`src/rtl/tlb_lookup_stage_p_if.sv`:
```
`default_nettype none
// +----------------------------------------------------------------------+
// | Module   : tlb_lookup_stage_p_if                                      |
// | Purpose  : Pipeline, bypass and refill-walker signals of the          |
// |            TLB-lookup stage. The slave modport is the stage itself;    |
// |            the master modport is its surroundings (EX, hazard control, |
// |            bypass network, page-table walker, CACHE).                  |
// | Revision : 1.0 - initial release                                       |
// +----------------------------------------------------------------------+
interface tlb_lookup_stage_p_if #(
  parameter int DATA_W     = 16,
  parameter int PAGE_BITS  = 8,
  parameter int REG_ADDR_W = 3,
  parameter int ROB_W      = 3,
  parameter int N_BYP      = 2
);
  // Upstream op and control
  logic                          enable_tlblookup;
  logic                          valid_in;
  logic [DATA_W-1:0]             alu_result;
  logic [DATA_W-1:0]             dataReg;
  logic [1:0]                    ldSt_enable;
  logic [REG_ADDR_W-1:0]         destReg_addr_input;
  logic                          we_input;
  logic [1:0]                    bp_input;
  logic [ROB_W-1:0]              tail_rob_input;
  logic                          vm_enable;
  logic                          tlb_flush;
  // Store-data bypass sources
  logic [N_BYP-1:0]              byp_valid;
  logic [N_BYP*REG_ADDR_W-1:0]   byp_addr;
  logic [N_BYP*DATA_W-1:0]       byp_data;
  // Page-table walker
  logic                          refill_ack;
  logic [DATA_W-PAGE_BITS-1:0]   refill_ppn;
  logic                          refill_req;
  logic [DATA_W-PAGE_BITS-1:0]   refill_vpn;
  // Toward CACHE
  logic [DATA_W-1:0]             tlblookup_result;
  logic [REG_ADDR_W-1:0]         destReg_addr_output;
  logic                          we_output;
  logic [1:0]                    bp_output;
  logic [1:0]                    ldSt_enable_output;
  logic [ROB_W-1:0]              tail_rob_output;
  logic [DATA_W-1:0]             dataReg_output;
  logic                          valid_out;
  logic                          stall_out;

  modport slave (
    input  enable_tlblookup, valid_in, alu_result, dataReg, ldSt_enable,
           destReg_addr_input, we_input, bp_input, tail_rob_input,
           vm_enable, tlb_flush, byp_valid, byp_addr, byp_data,
           refill_ack, refill_ppn,
    output refill_req, refill_vpn, tlblookup_result, destReg_addr_output,
           we_output, bp_output, ldSt_enable_output, tail_rob_output,
           dataReg_output, valid_out, stall_out
  );

  modport master (
    output enable_tlblookup, valid_in, alu_result, dataReg, ldSt_enable,
           destReg_addr_input, we_input, bp_input, tail_rob_input,
           vm_enable, tlb_flush, byp_valid, byp_addr, byp_data,
           refill_ack, refill_ppn,
    input  refill_req, refill_vpn, tlblookup_result, destReg_addr_output,
           we_output, bp_output, ldSt_enable_output, tail_rob_output,
           dataReg_output, valid_out, stall_out
  );
endinterface
`default_nettype wire

```
`src/rtl/tlb_lookup_stage_p.sv`:
```
`default_nettype none
// +----------------------------------------------------------------------+
// | Module   : tlb_lookup_stage_p                                         |
// | Purpose  : EX->CACHE stage register with fully-associative TLB,       |
// |            miss stall + walker refill handshake, and store-data       |
// |            bypass that is refreshed while the stage is held.          |
// | Revision : 1.0 - initial release                                       |
// +----------------------------------------------------------------------+
module tlb_lookup_stage_p #(
  parameter int DATA_W      = 16,
  parameter int PAGE_BITS   = 8,
  parameter int TLB_ENTRIES = 4,
  parameter int REG_ADDR_W  = 3,
  parameter int ROB_W       = 3,
  parameter int N_BYP       = 2
) (
  input wire                  clk,
  input wire                  reset,
  tlb_lookup_stage_p_if.slave bus
);
  localparam int c_vpn_w = DATA_W - PAGE_BITS;
  localparam int c_idx_w = $clog2(TLB_ENTRIES);

  typedef enum logic [0:0] {
    IDLE = 1'b0,
    WAIT = 1'b1
  } state_t;

  state_t r_state, w_state_next;

  // Held op
  logic                  r_valid;
  logic [DATA_W-1:0]     r_alu;
  logic [DATA_W-1:0]     r_data;
  logic [1:0]            r_ldst;
  logic [REG_ADDR_W-1:0] r_dest;
  logic                  r_we;
  logic [1:0]            r_bp;
  logic [ROB_W-1:0]      r_rob;

  // TLB storage; only the valid bits need a reset value
  logic [TLB_ENTRIES-1:0] r_tlb_valid;
  logic [c_vpn_w-1:0]     r_tlb_vpn [TLB_ENTRIES];
  logic [c_vpn_w-1:0]     r_tlb_ppn [TLB_ENTRIES];
  logic [c_idx_w-1:0]     r_rr_ptr;

  logic                   w_xlate, w_hit, w_miss, w_stall, w_capture, w_refill_fire;
  logic [c_vpn_w-1:0]     w_held_vpn, w_hit_ppn;
  logic                   w_byp_hit;
  logic [DATA_W-1:0]      w_byp_data;
  logic [TLB_ENTRIES-1:0] w_tlb_valid_next;

  assign w_held_vpn    = r_alu[DATA_W-1:PAGE_BITS];
  assign w_xlate       = r_valid && (r_ldst != 2'b00) && bus.vm_enable;
  assign w_miss        = w_xlate && !w_hit;
  assign w_stall       = w_miss || (r_state != IDLE);
  assign w_capture     = bus.enable_tlblookup && !w_stall;
  assign w_refill_fire = (r_state == WAIT) && bus.refill_ack;

  // Associative lookup; scanning downward lets the lowest-index hit win
  always_comb begin
    w_hit     = 1'b0;
    w_hit_ppn = '0;
    for (int i = TLB_ENTRIES - 1; i >= 0; i--) begin
      if (r_tlb_valid[i] && (r_tlb_vpn[i] == w_held_vpn)) begin
        w_hit     = 1'b1;
        w_hit_ppn = r_tlb_ppn[i];
      end
    end
  end

  // Store bypass select; slot 0 is the youngest source and wins
  always_comb begin
    w_byp_hit  = 1'b0;
    w_byp_data = r_data;
    for (int i = N_BYP - 1; i >= 0; i--) begin
      if (r_valid && (r_ldst == 2'b01) && bus.byp_valid[i] &&
          (bus.byp_addr[i*REG_ADDR_W +: REG_ADDR_W] == r_dest)) begin
        w_byp_hit  = 1'b1;
        w_byp_data = bus.byp_data[i*DATA_W +: DATA_W];
      end
    end
  end

  // Stage register: capture when advancing, otherwise hold and keep bypassed store data
  always_ff @(posedge clk or negedge reset) begin
    if (!reset) begin
      r_valid <= 1'b0;
      r_alu   <= '0;
      r_data  <= '0;
      r_ldst  <= '0;
      r_dest  <= '0;
      r_we    <= 1'b0;
      r_bp    <= '0;
      r_rob   <= '0;
    end else if (w_capture) begin
      r_valid <= bus.valid_in;
      r_alu   <= bus.alu_result;
      r_data  <= bus.dataReg;
      r_ldst  <= bus.ldSt_enable;
      r_dest  <= bus.destReg_addr_input;
      r_we    <= bus.we_input;
      r_bp    <= bus.bp_input;
      r_rob   <= bus.tail_rob_input;
    end else if (w_byp_hit) begin
      r_data  <= w_byp_data;
    end
  end

  // Flush clears first so a refill landing on the same edge survives
  always_comb begin
    w_tlb_valid_next = bus.tlb_flush ? '0 : r_tlb_valid;
    if (w_refill_fire) begin
      w_tlb_valid_next[r_rr_ptr] = 1'b1;
    end
  end

  // TLB valid bits and round-robin victim pointer
  always_ff @(posedge clk or negedge reset) begin
    if (!reset) begin
      r_tlb_valid <= '0;
      r_rr_ptr    <= '0;
    end else begin
      r_tlb_valid <= w_tlb_valid_next;
      if (w_refill_fire) begin
        r_rr_ptr <= r_rr_ptr + c_idx_w'(1);
      end
    end
  end

  // TLB tag/data write on refill
  always_ff @(posedge clk) begin
    if (w_refill_fire) begin
      r_tlb_vpn[r_rr_ptr] <= w_held_vpn;
      r_tlb_ppn[r_rr_ptr] <= bus.refill_ppn;
    end
  end

  // Refill FSM state register
  always_ff @(posedge clk or negedge reset) begin
    if (!reset) begin
      r_state <= IDLE;
    end else begin
      r_state <= w_state_next;
    end
  end

  // Refill FSM next state
  always_comb begin
    w_state_next = r_state;
    case (r_state)
      IDLE:    if (w_miss) w_state_next = WAIT;
      WAIT:    if (bus.refill_ack) w_state_next = IDLE;
      default: w_state_next = IDLE;
    endcase
  end

  assign bus.refill_req          = (r_state == WAIT);
  assign bus.refill_vpn          = (r_state == WAIT) ? w_held_vpn : '0;
  assign bus.tlblookup_result    = (w_xlate && w_hit) ? {w_hit_ppn, r_alu[PAGE_BITS-1:0]} : r_alu;
  assign bus.destReg_addr_output = r_dest;
  assign bus.we_output           = r_we;
  assign bus.bp_output           = r_bp;
  assign bus.ldSt_enable_output  = r_ldst;
  assign bus.tail_rob_output     = r_rob;
  assign bus.dataReg_output      = w_byp_data;
  assign bus.valid_out           = r_valid && !w_stall;
  assign bus.stall_out           = w_stall;
endmodule
`default_nettype wire

```
`src/flat_wrapper.sv`:
```
// flat-port wrapper written by rule: the top's interface ports become plain ports
module tlb_lookup_stage_p_flat 
#(
  parameter int DATA_W      = 16,
  parameter int PAGE_BITS   = 8,
  parameter int TLB_ENTRIES = 4,
  parameter int REG_ADDR_W  = 3,
  parameter int ROB_W       = 3,
  parameter int N_BYP       = 2
)
  (clk, reset, bus_enable_tlblookup, bus_valid_in, bus_alu_result, bus_dataReg, bus_ldSt_enable, bus_destReg_addr_input, bus_we_input, bus_bp_input, bus_tail_rob_input, bus_vm_enable, bus_tlb_flush, bus_byp_valid, bus_byp_addr, bus_byp_data, bus_refill_ack, bus_refill_ppn, bus_refill_req, bus_refill_vpn, bus_tlblookup_result, bus_destReg_addr_output, bus_we_output, bus_bp_output, bus_ldSt_enable_output, bus_tail_rob_output, bus_dataReg_output, bus_valid_out, bus_stall_out);
  tlb_lookup_stage_p_if #(.DATA_W(DATA_W), .PAGE_BITS(PAGE_BITS), .REG_ADDR_W(REG_ADDR_W), .ROB_W(ROB_W), .N_BYP(N_BYP)) bus_i ();
  input wire clk;
  input wire reset;
  input wire logic [$bits(bus_i.enable_tlblookup)-1:0] bus_enable_tlblookup;
  input wire logic [$bits(bus_i.valid_in)-1:0] bus_valid_in;
  input wire logic [$bits(bus_i.alu_result)-1:0] bus_alu_result;
  input wire logic [$bits(bus_i.dataReg)-1:0] bus_dataReg;
  input wire logic [$bits(bus_i.ldSt_enable)-1:0] bus_ldSt_enable;
  input wire logic [$bits(bus_i.destReg_addr_input)-1:0] bus_destReg_addr_input;
  input wire logic [$bits(bus_i.we_input)-1:0] bus_we_input;
  input wire logic [$bits(bus_i.bp_input)-1:0] bus_bp_input;
  input wire logic [$bits(bus_i.tail_rob_input)-1:0] bus_tail_rob_input;
  input wire logic [$bits(bus_i.vm_enable)-1:0] bus_vm_enable;
  input wire logic [$bits(bus_i.tlb_flush)-1:0] bus_tlb_flush;
  input wire logic [$bits(bus_i.byp_valid)-1:0] bus_byp_valid;
  input wire logic [$bits(bus_i.byp_addr)-1:0] bus_byp_addr;
  input wire logic [$bits(bus_i.byp_data)-1:0] bus_byp_data;
  input wire logic [$bits(bus_i.refill_ack)-1:0] bus_refill_ack;
  input wire logic [$bits(bus_i.refill_ppn)-1:0] bus_refill_ppn;
  output wire logic [$bits(bus_i.refill_req)-1:0] bus_refill_req;
  output wire logic [$bits(bus_i.refill_vpn)-1:0] bus_refill_vpn;
  output wire logic [$bits(bus_i.tlblookup_result)-1:0] bus_tlblookup_result;
  output wire logic [$bits(bus_i.destReg_addr_output)-1:0] bus_destReg_addr_output;
  output wire logic [$bits(bus_i.we_output)-1:0] bus_we_output;
  output wire logic [$bits(bus_i.bp_output)-1:0] bus_bp_output;
  output wire logic [$bits(bus_i.ldSt_enable_output)-1:0] bus_ldSt_enable_output;
  output wire logic [$bits(bus_i.tail_rob_output)-1:0] bus_tail_rob_output;
  output wire logic [$bits(bus_i.dataReg_output)-1:0] bus_dataReg_output;
  output wire logic [$bits(bus_i.valid_out)-1:0] bus_valid_out;
  output wire logic [$bits(bus_i.stall_out)-1:0] bus_stall_out;
  assign bus_i.enable_tlblookup = bus_enable_tlblookup;
  assign bus_i.valid_in = bus_valid_in;
  assign bus_i.alu_result = bus_alu_result;
  assign bus_i.dataReg = bus_dataReg;
  assign bus_i.ldSt_enable = bus_ldSt_enable;
  assign bus_i.destReg_addr_input = bus_destReg_addr_input;
  assign bus_i.we_input = bus_we_input;
  assign bus_i.bp_input = bus_bp_input;
  assign bus_i.tail_rob_input = bus_tail_rob_input;
  assign bus_i.vm_enable = bus_vm_enable;
  assign bus_i.tlb_flush = bus_tlb_flush;
  assign bus_i.byp_valid = bus_byp_valid;
  assign bus_i.byp_addr = bus_byp_addr;
  assign bus_i.byp_data = bus_byp_data;
  assign bus_i.refill_ack = bus_refill_ack;
  assign bus_i.refill_ppn = bus_refill_ppn;
  assign bus_refill_req = bus_i.refill_req;
  assign bus_refill_vpn = bus_i.refill_vpn;
  assign bus_tlblookup_result = bus_i.tlblookup_result;
  assign bus_destReg_addr_output = bus_i.destReg_addr_output;
  assign bus_we_output = bus_i.we_output;
  assign bus_bp_output = bus_i.bp_output;
  assign bus_ldSt_enable_output = bus_i.ldSt_enable_output;
  assign bus_tail_rob_output = bus_i.tail_rob_output;
  assign bus_dataReg_output = bus_i.dataReg_output;
  assign bus_valid_out = bus_i.valid_out;
  assign bus_stall_out = bus_i.stall_out;
  tlb_lookup_stage_p #(.DATA_W(DATA_W), .PAGE_BITS(PAGE_BITS), .TLB_ENTRIES(TLB_ENTRIES), .REG_ADDR_W(REG_ADDR_W), .ROB_W(ROB_W), .N_BYP(N_BYP)) u_core (.clk(clk), .reset(reset), .bus(bus_i));
endmodule
```
`config.mk`:
```
export PLATFORM = sky130hd
export DESIGN_NAME = tlb_lookup_stage_p_flat
export DESIGN_NICKNAME = d
export VERILOG_FILES = /design/src/rtl/tlb_lookup_stage_p_if.sv /design/src/rtl/tlb_lookup_stage_p.sv /design/src/flat_wrapper.sv
export SDC_FILE = /design/constraint.sdc
export NUM_CORES = 1
export LEC_CHECK = 0
export CORE_ASPECT_RATIO = 0.8
export CORE_MARGIN = 2
export CORE_UTILIZATION = 44
export DETAILED_ROUTE_END_ITERATION = 8
export PLACE_DENSITY = 0.82
export SETUP_SLACK_MARGIN = 0.4
export SKIP_LAST_GASP = 1
export SLEW_MARGIN = 5
export SYNTH_ARGS = -nofsm -noshare
export SYNTH_HDL_FRONTEND = slang
export SYNTH_SLANG_ARGS = --single-unit
```
`constraint.sdc`:
```
create_clock -name clk -period 2.4 [get_ports clk]
set_input_delay 0.48 -clock clk [delete_from_list [all_inputs] [get_ports clk]]
set_output_delay 0.48 -clock clk [all_outputs]
set_load 0.1 [all_outputs]
```
==> run_results.csv <==
group,metric,value,unit
floorplan,initial_core_util,45.2,%
flow_run,maximum_capacitance_violations,0,
routing,detailedRoute.firstIterationViolations,322,
routing,drc,0,
power_and_ir_drop,vdd.ir_drop.worst,1.13,mV
yosys,number_of_enable_flip_flop_cells_after_synthesis,64,
critical_path,crit_path_start_kind,"register",
floorplan,y_dimension_of_the_die,104,um
power_and_ir_drop,clockPowerShare,17.5,%
critical_path,reg2reg_setup_slack,-220,ps
final_layout,post_layout_util,77.9,%
power_and_ir_drop,proportion_of_power_drawn_by_flip_flops_and_latches,22.7,%
global_routing,grt_first_pass_wirelength,24900,um
power_and_ir_drop,p_comb_share,59.8,%
floorplan,die-area,13400,sq um
routing,detailroute.wirelength.met3,1060,um
global_routing,first_global_vias,4494,
sta,slew_headroom,60.8,%
sta,setup_viol_count_final,70,
yosys,netlist.area_leader.share,34.9,%
cts,clock_path_buffers,2,
yosys,synth.yosys.seq_area_share,58.0,%
placed_design,detailed_place_hpwl,10100,um
cts,clock_sinks,115,
global_routing,grt.total_usage,24.9,%
power_and_ir_drop,p_switching,6.66,mW
cts,clk_pin_slew_worst_setup_hold_paths,60,ps
yosys,netlist_instances,389,
global_routing,global_route.overflow_total,0,
yosys,synth.area.top_cells,"sky130_fd_sc_hd__edfxtp_1, sky130_fd_sc_hd__dfrtp_1, sky130_fd_sc_hd__mux2_4, sky130_fd_sc_hd__xnor2_1, sky130_fd_sc_hd__mux2i_1",
critical_path,critPathKind,"register to output pin",
final_layout,flow.area_growth_from_synthesis,72.5,%
placed_design,port_buffers,151,
min_path,timing.hold.worst.class,"input pin to async pin",
outcome,run_status,"finished with violations",
yosys,cell_type_with_the_largest_total_area_after_synthesis,"sky130_fd_sc_hd__edfxtp_1",
critical_path,critPathMaxFanout,6,
yosys,synth_top_cells_by_count,"sky130_fd_sc_hd__edfxtp_1, sky130_fd_sc_hd__dfrtp_1, sky130_fd_sc_hd__mux2_4, sky130_fd_sc_hd__xnor2_1, sky130_fd_sc_hd__nor2_1",
critical_path,cp_data_required_time,1920,ps
yosys,ys.warnings.count,0,
yosys,postSynth.asyncResetShare,44.3,%
cts,h-tree-depth,4,
yosys,post_synth_num_cell_types,38,
yosys,synth.ff_latch_count,115,
cts,worstSkewPairLatency,420,ps
yosys,synth_flop_cell,"sky130_fd_sc_hd__edfxtp_1",
sta,layout_worst_path_cycle_share,135,%
final_layout,antenna_cells,0,
cts,cts_inserted_buffers,17,
routing,first_pass_iters,5,
critical_path,timing.critical_path.arrival,2750,ps
sta,slew_violations,0,
critical_path,cp-end-kind,"output pin",
routing,route.vias.total,4122,
cts,cts_tree,"yes",
sta,setup_skew,7.76,ps
power_and_ir_drop,power.leakage,3.77,nW
routing,dr.max_layer_used,"met4",
routing,detail_route.wl_per_cell,21.2,um
yosys,synth_nets,491,
routing,wirelength_met1,6520,um
floorplan,rows,36,
routing,detail_route.vias_per_cell,5.26,
sta,grt_setup_unrepaired,"yes",
sta,max_slew.worst_pin.slew,588,ps
yosys,synth.avg_cell_area,14.2,sq um
routing,route.final.wire_length,16600,um
routing,dr_wl_met2,8410,um
global_routing,number_of_antenna_violations_at_the_first_check_in_global_routing,0,
final_layout,nets,702,
power_and_ir_drop,totalPowerFinal,14.6,mW
sta,period_needed,3230,ps
sta,timing.final.ws_setup,-830,ps
outcome,failing_checks,"setup timing",
yosys,netlist_area,5510,sq um
floorplan,chipWidth,129,um
global_routing,grt_start_max_net_pins,33,
floorplan,floorplan.io_pins,152,
cts,cts.root.buffer_cell,"sky130_fd_sc_hd__clkbuf_16",
power_and_ir_drop,p_int,7.94,mW
placed_design,place.gp.congestion,0.817,
cts,ctsHoldBuffers,0,
yosys,yosys.cell_count.top_type,"sky130_fd_sc_hd__edfxtp_1",
power_and_ir_drop,power.density_cell_area,1530,nW/um^2
final_layout,post_route_cells_drive_above_1_share,49.3,%
sta,fmax,310,MHz
routing,drt.antenna.violating_nets,0,
floorplan,core-area,12200,sq um
power_and_ir_drop,switching_share,45.6,%
sta,final_hold_viol_count,0,
-- placed cells by master (no fill, tap or decap), types with 5 or more instances in the layout --
cell / count
sky130_fd_sc_hd__dfrtp_1: 37
sky130_fd_sc_hd__nor2_1: 22
sky130_fd_sc_hd__buf_4: 68
sky130_fd_sc_hd__clkdlybuf4s50_1: 93
sky130_fd_sc_hd__xor2_1: 5
sky130_fd_sc_hd__buf_6: 6
sky130_fd_sc_hd__dfrtp_2: 12
sky130_fd_sc_hd__a31oi_4: 8
sky130_fd_sc_hd__xnor2_1: 23
sky130_fd_sc_hd__a21o_1: 12
sky130_fd_sc_hd__a21oi_4: 16
sky130_fd_sc_hd__buf_12: 45
sky130_fd_sc_hd__edfxtp_1: 64
sky130_fd_sc_hd__nand2_1: 12
sky130_fd_sc_hd__xor2_2: 5
sky130_fd_sc_hd__clkbuf_16: 22
sky130_fd_sc_hd__nor3b_1: 6
sky130_fd_sc_hd__mux2_4: 44
sky130_fd_sc_hd__inv_1: 5
sky130_fd_sc_hd__mux2i_4: 16
sky130_fd_sc_hd__and2_2: 7
sky130_fd_sc_hd__nand4_1: 5
-- cell families (layout without fill, tap and decap cells) --
kind of cell / count (synthesis) / in the layout / share of synthesized area [%]
flip-flops: 115 / 115 / 58.0
AND/OR/NAND/NOR: 79 / 79 / 8.01
buffers and inverters: 37 / 261 / 5.63
AO/OA/AOI/OAI: 54 / 54 / 6.44
XOR/XNOR: 39 / 39 / 6.19
multiplexers: 61 / 61 / 14.8
adder cells (fa/ha/maj): 4 / 4 / 0.908
-- path summary, 6_finish.rpt --
path                            depth (start not counted)             startpoint                        to
max in group asynchronous                               2                  reset          u_core.r_alu[15]
worst min register to register                          1  u_core.r_tlb_valid[0]     u_core.r_tlb_valid[0]
worst max-delay path                                    8       u_core.r_alu[13]  bus_tlblookup_result[12]
worst max register to register                          9       u_core.r_alu[14]          u_core.r_data[0]
min in group clk                                        1  u_core.r_tlb_valid[0]     u_core.r_tlb_valid[0]
worst min-delay path                                    1                  reset           u_core.r_alu[5]
-- power by group through the flow --
| stage | Combinational, mW | Clock [mW] | Sequential (mW) |
|---|---|---|---|
| after global placement | 7.83 | 0 | 3.25 |
| after global routing | 9.00 | 2.67 | 3.37 |
| after CTS | 8.55 | 2.56 | 3.28 |
| final | 8.73 | 2.55 | 3.32 |
| after floorplan | 5.15 | 0 | 3.80 |
| after detailed placement | 7.95 | 0 | 3.28 |
-- metrics by stage --
step / area [sq um] / worst slack (ps) / hold WS (ps) / cells / setup TNS, ps
CTS: 9330 / -703 / 71.3 / 775 / -18720
detailed placement: 8160 / -407 / 475 / 725 / -16290
finish: 9510 / -830 / 58.2 / 784 / -21190
global route: 9510 / -917 / 96.0 / 784 / -26230
global placement: 8160 / -353 / 460 / 725 / -11470
floorplan: 6050 / -474 / 184 / 389 / -12630
-- critical path, stage by stage (launching register included) --
cell	delay [ps]
sky130_fd_sc_hd__dfrtp_2	470
sky130_fd_sc_hd__xnor2_1	310
sky130_fd_sc_hd__nand4_1	190
sky130_fd_sc_hd__or3_4	410
sky130_fd_sc_hd__a41oi_4	280
sky130_fd_sc_hd__buf_12	160
sky130_fd_sc_hd__buf_4	200
sky130_fd_sc_hd__a31oi_4	120
sky130_fd_sc_hd__buf_12	180
-- per-layer routing --
layer	vias up	GRT usage, %
met3	54	7.82
li1	1827	-
met5	-	0
met4	0	10.7
met1	2052	31.2
met2	189	39.8
-- layout make-up --
cell class	count	area, sq um
clock buffer	24	557
timing repair buffer	224	2660
fill	639	2690
inverter	5	18.8
sequential	115	3220
tap	171	214
clock inverter	8	58.8
multi-input combinational	237	2780
-- what timing repair did --
action	4_1_cts	5_1_grt
setup endpoints to repair	72	74
pin swaps	12	13
cloned	6	1
gates resized for setup	55	15
buffers inserted	12	8
-- registers in the layout, summed over array words and instances, names as in the netlist, 2 cells and up --
name	count
u_core.bus.bp_output	2
u_core.bus.destReg_addr_output	3
u_core.bus.ldSt_enable_output	2
u_core.bus.tail_rob_output	3
u_core.r_alu	16
u_core.r_data	16
u_core.r_rr_ptr	2
u_core.r_tlb_ppn	32
u_core.r_tlb_valid	4
u_core.r_tlb_vpn	32
Power figures use the tool's default switching activity.
==> edit (config.mk and constraints unchanged) <==
`PAGE_BITS` is set to 8 in 3 places; all go to 6.
--- a/src/rtl/tlb_lookup_stage_p_if.sv
+++ b/src/rtl/tlb_lookup_stage_p_if.sv
@@ -9,7 +9,7 @@
 // +----------------------------------------------------------------------+
 interface tlb_lookup_stage_p_if #(
   parameter int DATA_W     = 16,
-  parameter int PAGE_BITS  = 8,
+  parameter int PAGE_BITS  = 6,
   parameter int REG_ADDR_W = 3,
   parameter int ROB_W      = 3,
   parameter int N_BYP      = 2
--- a/src/rtl/tlb_lookup_stage_p.sv
+++ b/src/rtl/tlb_lookup_stage_p.sv
@@ -8,7 +8,7 @@
 // +----------------------------------------------------------------------+
 module tlb_lookup_stage_p #(
   parameter int DATA_W      = 16,
-  parameter int PAGE_BITS   = 8,
+  parameter int PAGE_BITS   = 6,
   parameter int TLB_ENTRIES = 4,
   parameter int REG_ADDR_W  = 3,
   parameter int ROB_W       = 3,
--- a/src/flat_wrapper.sv
+++ b/src/flat_wrapper.sv
@@ -2,7 +2,7 @@
 module tlb_lookup_stage_p_flat 
 #(
   parameter int DATA_W      = 16,
-  parameter int PAGE_BITS   = 8,
+  parameter int PAGE_BITS   = 6,
   parameter int TLB_ENTRIES = 4,
   parameter int REG_ADDR_W  = 3,
   parameter int ROB_W       = 3,
Interface: changed (resized bus_refill_ppn and bus_refill_vpn); port bits go from 152 to 156. The function was not compared with the original's and may differ.
==> edit against the unedited design <==
- the flow still finishes with violations (setup timing)
- clock power rose by 7%
- critical path depth unchanged
- highest routed layer unchanged
- synthesized area grew 7.8%
- first-iteration DRC count is 47% higher
- setup slack worse by 45 ps
- routed wire length is 26% higher
- sequential cell count increased by 16
- cell area grew 8.6%
- total power is 8.6% higher
==> edit: results (changes against the unedited design) <==
| Metric | Value |
|---|---|
| Outcome | `complete, but fails checks` |
| Violated checks | `setup timing` |
| Ys async rst share | `38.93% (-5.4 points)` |
| Initial DRC Count | `474 (+47%)` |
| GR Util met3 | `6.704% (-1.1 points)` |
| First-pass GRT wire length | `30100 um (+21%)` |
| R2R depth | `13 (+4)` |
| Most area-consuming cells after synthesis | `edfxtp_1 40%, dfrtp_1 21%, mux2_1 8.3%, xnor2_1 6.5%, mux2i_1 2.9%` |
| Post-DP HPWL | `11930 um (+18%)` |
| Grt met1 use | `34.39% (+3.2 points)` |
| Final worst-path setup slack | `-874.8 ps (-44.57 ps)` |
| GR Layer Usage met2 | `48.17% (+8.3 points)` |
| Max IR drop VDD | `1.341 mV (+19%)` |
| Reg-to-Reg Start | `u_core.r_alu[6]` |
| Buffers, non-clock | `249 (+11%)` |
| Clock-cell share | `5.863% (-0.61 points)` |
| Largest regs | `u_core.r_tlb_ppn (40), u_core.r_tlb_vpn (40)` |
| Multi-input gate share of total cell area | `28.37% (-0.89 points)` |
| Buffers added on ports | `155 (+2.6%)` |
| Sequential cell area share | `35.87% (+2.0 points)` |
| Placed cell area | `8990 um2 (+10%)` |
| Post-Synthesis Cells | `436 (+12%)` |
| Routed length on met2 | `10760 um (+28%)` |
| Placer congestion estimate | `0.7701 (-5.8%)` |
| Well Taps | `175 (+2.3%)` |
| Post-synth EDFFs | `80 (+25%)` |
| Internal | `8.513 mW (+7.2%)` |
| Setup TNS | `-38750 ps (-17560 ps)` |
| Worst EP arrival | `2790 ps (+40 ps)` |
| Non-clk buf share | `27.38% (-0.59 points)` |
| Syn nets | `540 (+10%)` |
| Leak pwr | `4.056 nW (+7.5%)` |
| Cells after DPL | `800 (+10%)` |
| Post-layout net count | `778 (+11%)` |
| Multi-In Gates | `264 (+11%)` |
| Wire per inst | `24.37 um (+15%)` |
| Count of non-CTS inverters in the layout | `11 (+6)` |
| Metal3 WL | `1348 um (+27%)` |
| Final setup vio count | `72 (+2.9%)` |
| Total Routed Length | `21000 um (+26%)` |
| Layout Skew | `12.30 ps (+4.537 ps)` |
| Post-synth top cells | `80 x edfxtp_1, 51 x dfrtp_1, 44 x mux2_1, 44 x xnor2_1, 24 x nor2_1` |
| Reg2Reg Setup Slack | `-650 ps (-430 ps)` |
| Seq Cell Count | `131 (+14%)` |
## edit: changes by cell type after synthesis, moves of 7 or more
cell      delta
mux2_4      -40
edfxtp_1    +16
nor3b_1      -7
xnor2_1     +15
nand2_1      +8
mux2_1      +44
buf_6        -7
a31oi_1      -8
nand3_1     +10
xor2_1       -7
## edit: power by group through the flow
stage	registers [mW]	clock network (mW)	logic (mW)
global route	3.85	2.82	9.59
finish	3.81	2.72	9.33
detailed placement	3.74	0	8.22
floorplan	4.20	0	5.09
global placement	3.69	0	8.05
CTS	3.75	2.70	9.07
## edit: worst max-delay path: stages, from the launching register on
cell	delay, ps
dfrtp_2	520
xnor2_2	290
nand4_1	250
buf_4	210
nor3_2	210
nor3b_4	320
a221oi_2	150
o21ai_4	210
buf_12	200
## edit: worst max path at each step
stage | startpoint | end | slack [ps] | depth (start not counted)
after global routing | u_core.r_alu[6] | bus_tlblookup_result[9] | -930 | 10
final | u_core.r_alu[6] | bus_tlblookup_result[13] | -870 | 8
after detailed placement | u_core.r_alu[7] | bus_tlblookup_result[13] | -450 | 7
after CTS | u_core.r_alu[6] | bus_tlblookup_result[13] | -720 | 8
after global placement | bus_byp_addr[3] | bus_dataReg_output[4] | -380 | 7
after floorplan | u_core.r_alu[6] | bus_tlblookup_result[15] | -660 | 8
## edit: repair_timing
action / 4_1_cts / 5_1_grt
setup buffers: 17 / 7
setup endpoints to repair: 77 / 73
hold buffers: 1 / 0
gates resized for setup: 78 / 15
pin swaps: 9 / 4
cloned: 5 / 0
hold endpoints to repair: 11 / 0
## edit: kinds of logic after synthesis
family | share of synthesized area, %
flip-flops | 61.88
AND/OR/NAND/NOR | 9.303
multiplexers | 11.39
AO/OA/AOI/OAI | 6.104
XOR/XNOR | 6.925
buffers and inverters | 3.557
adder cells (fa/ha/maj) | 0.8420
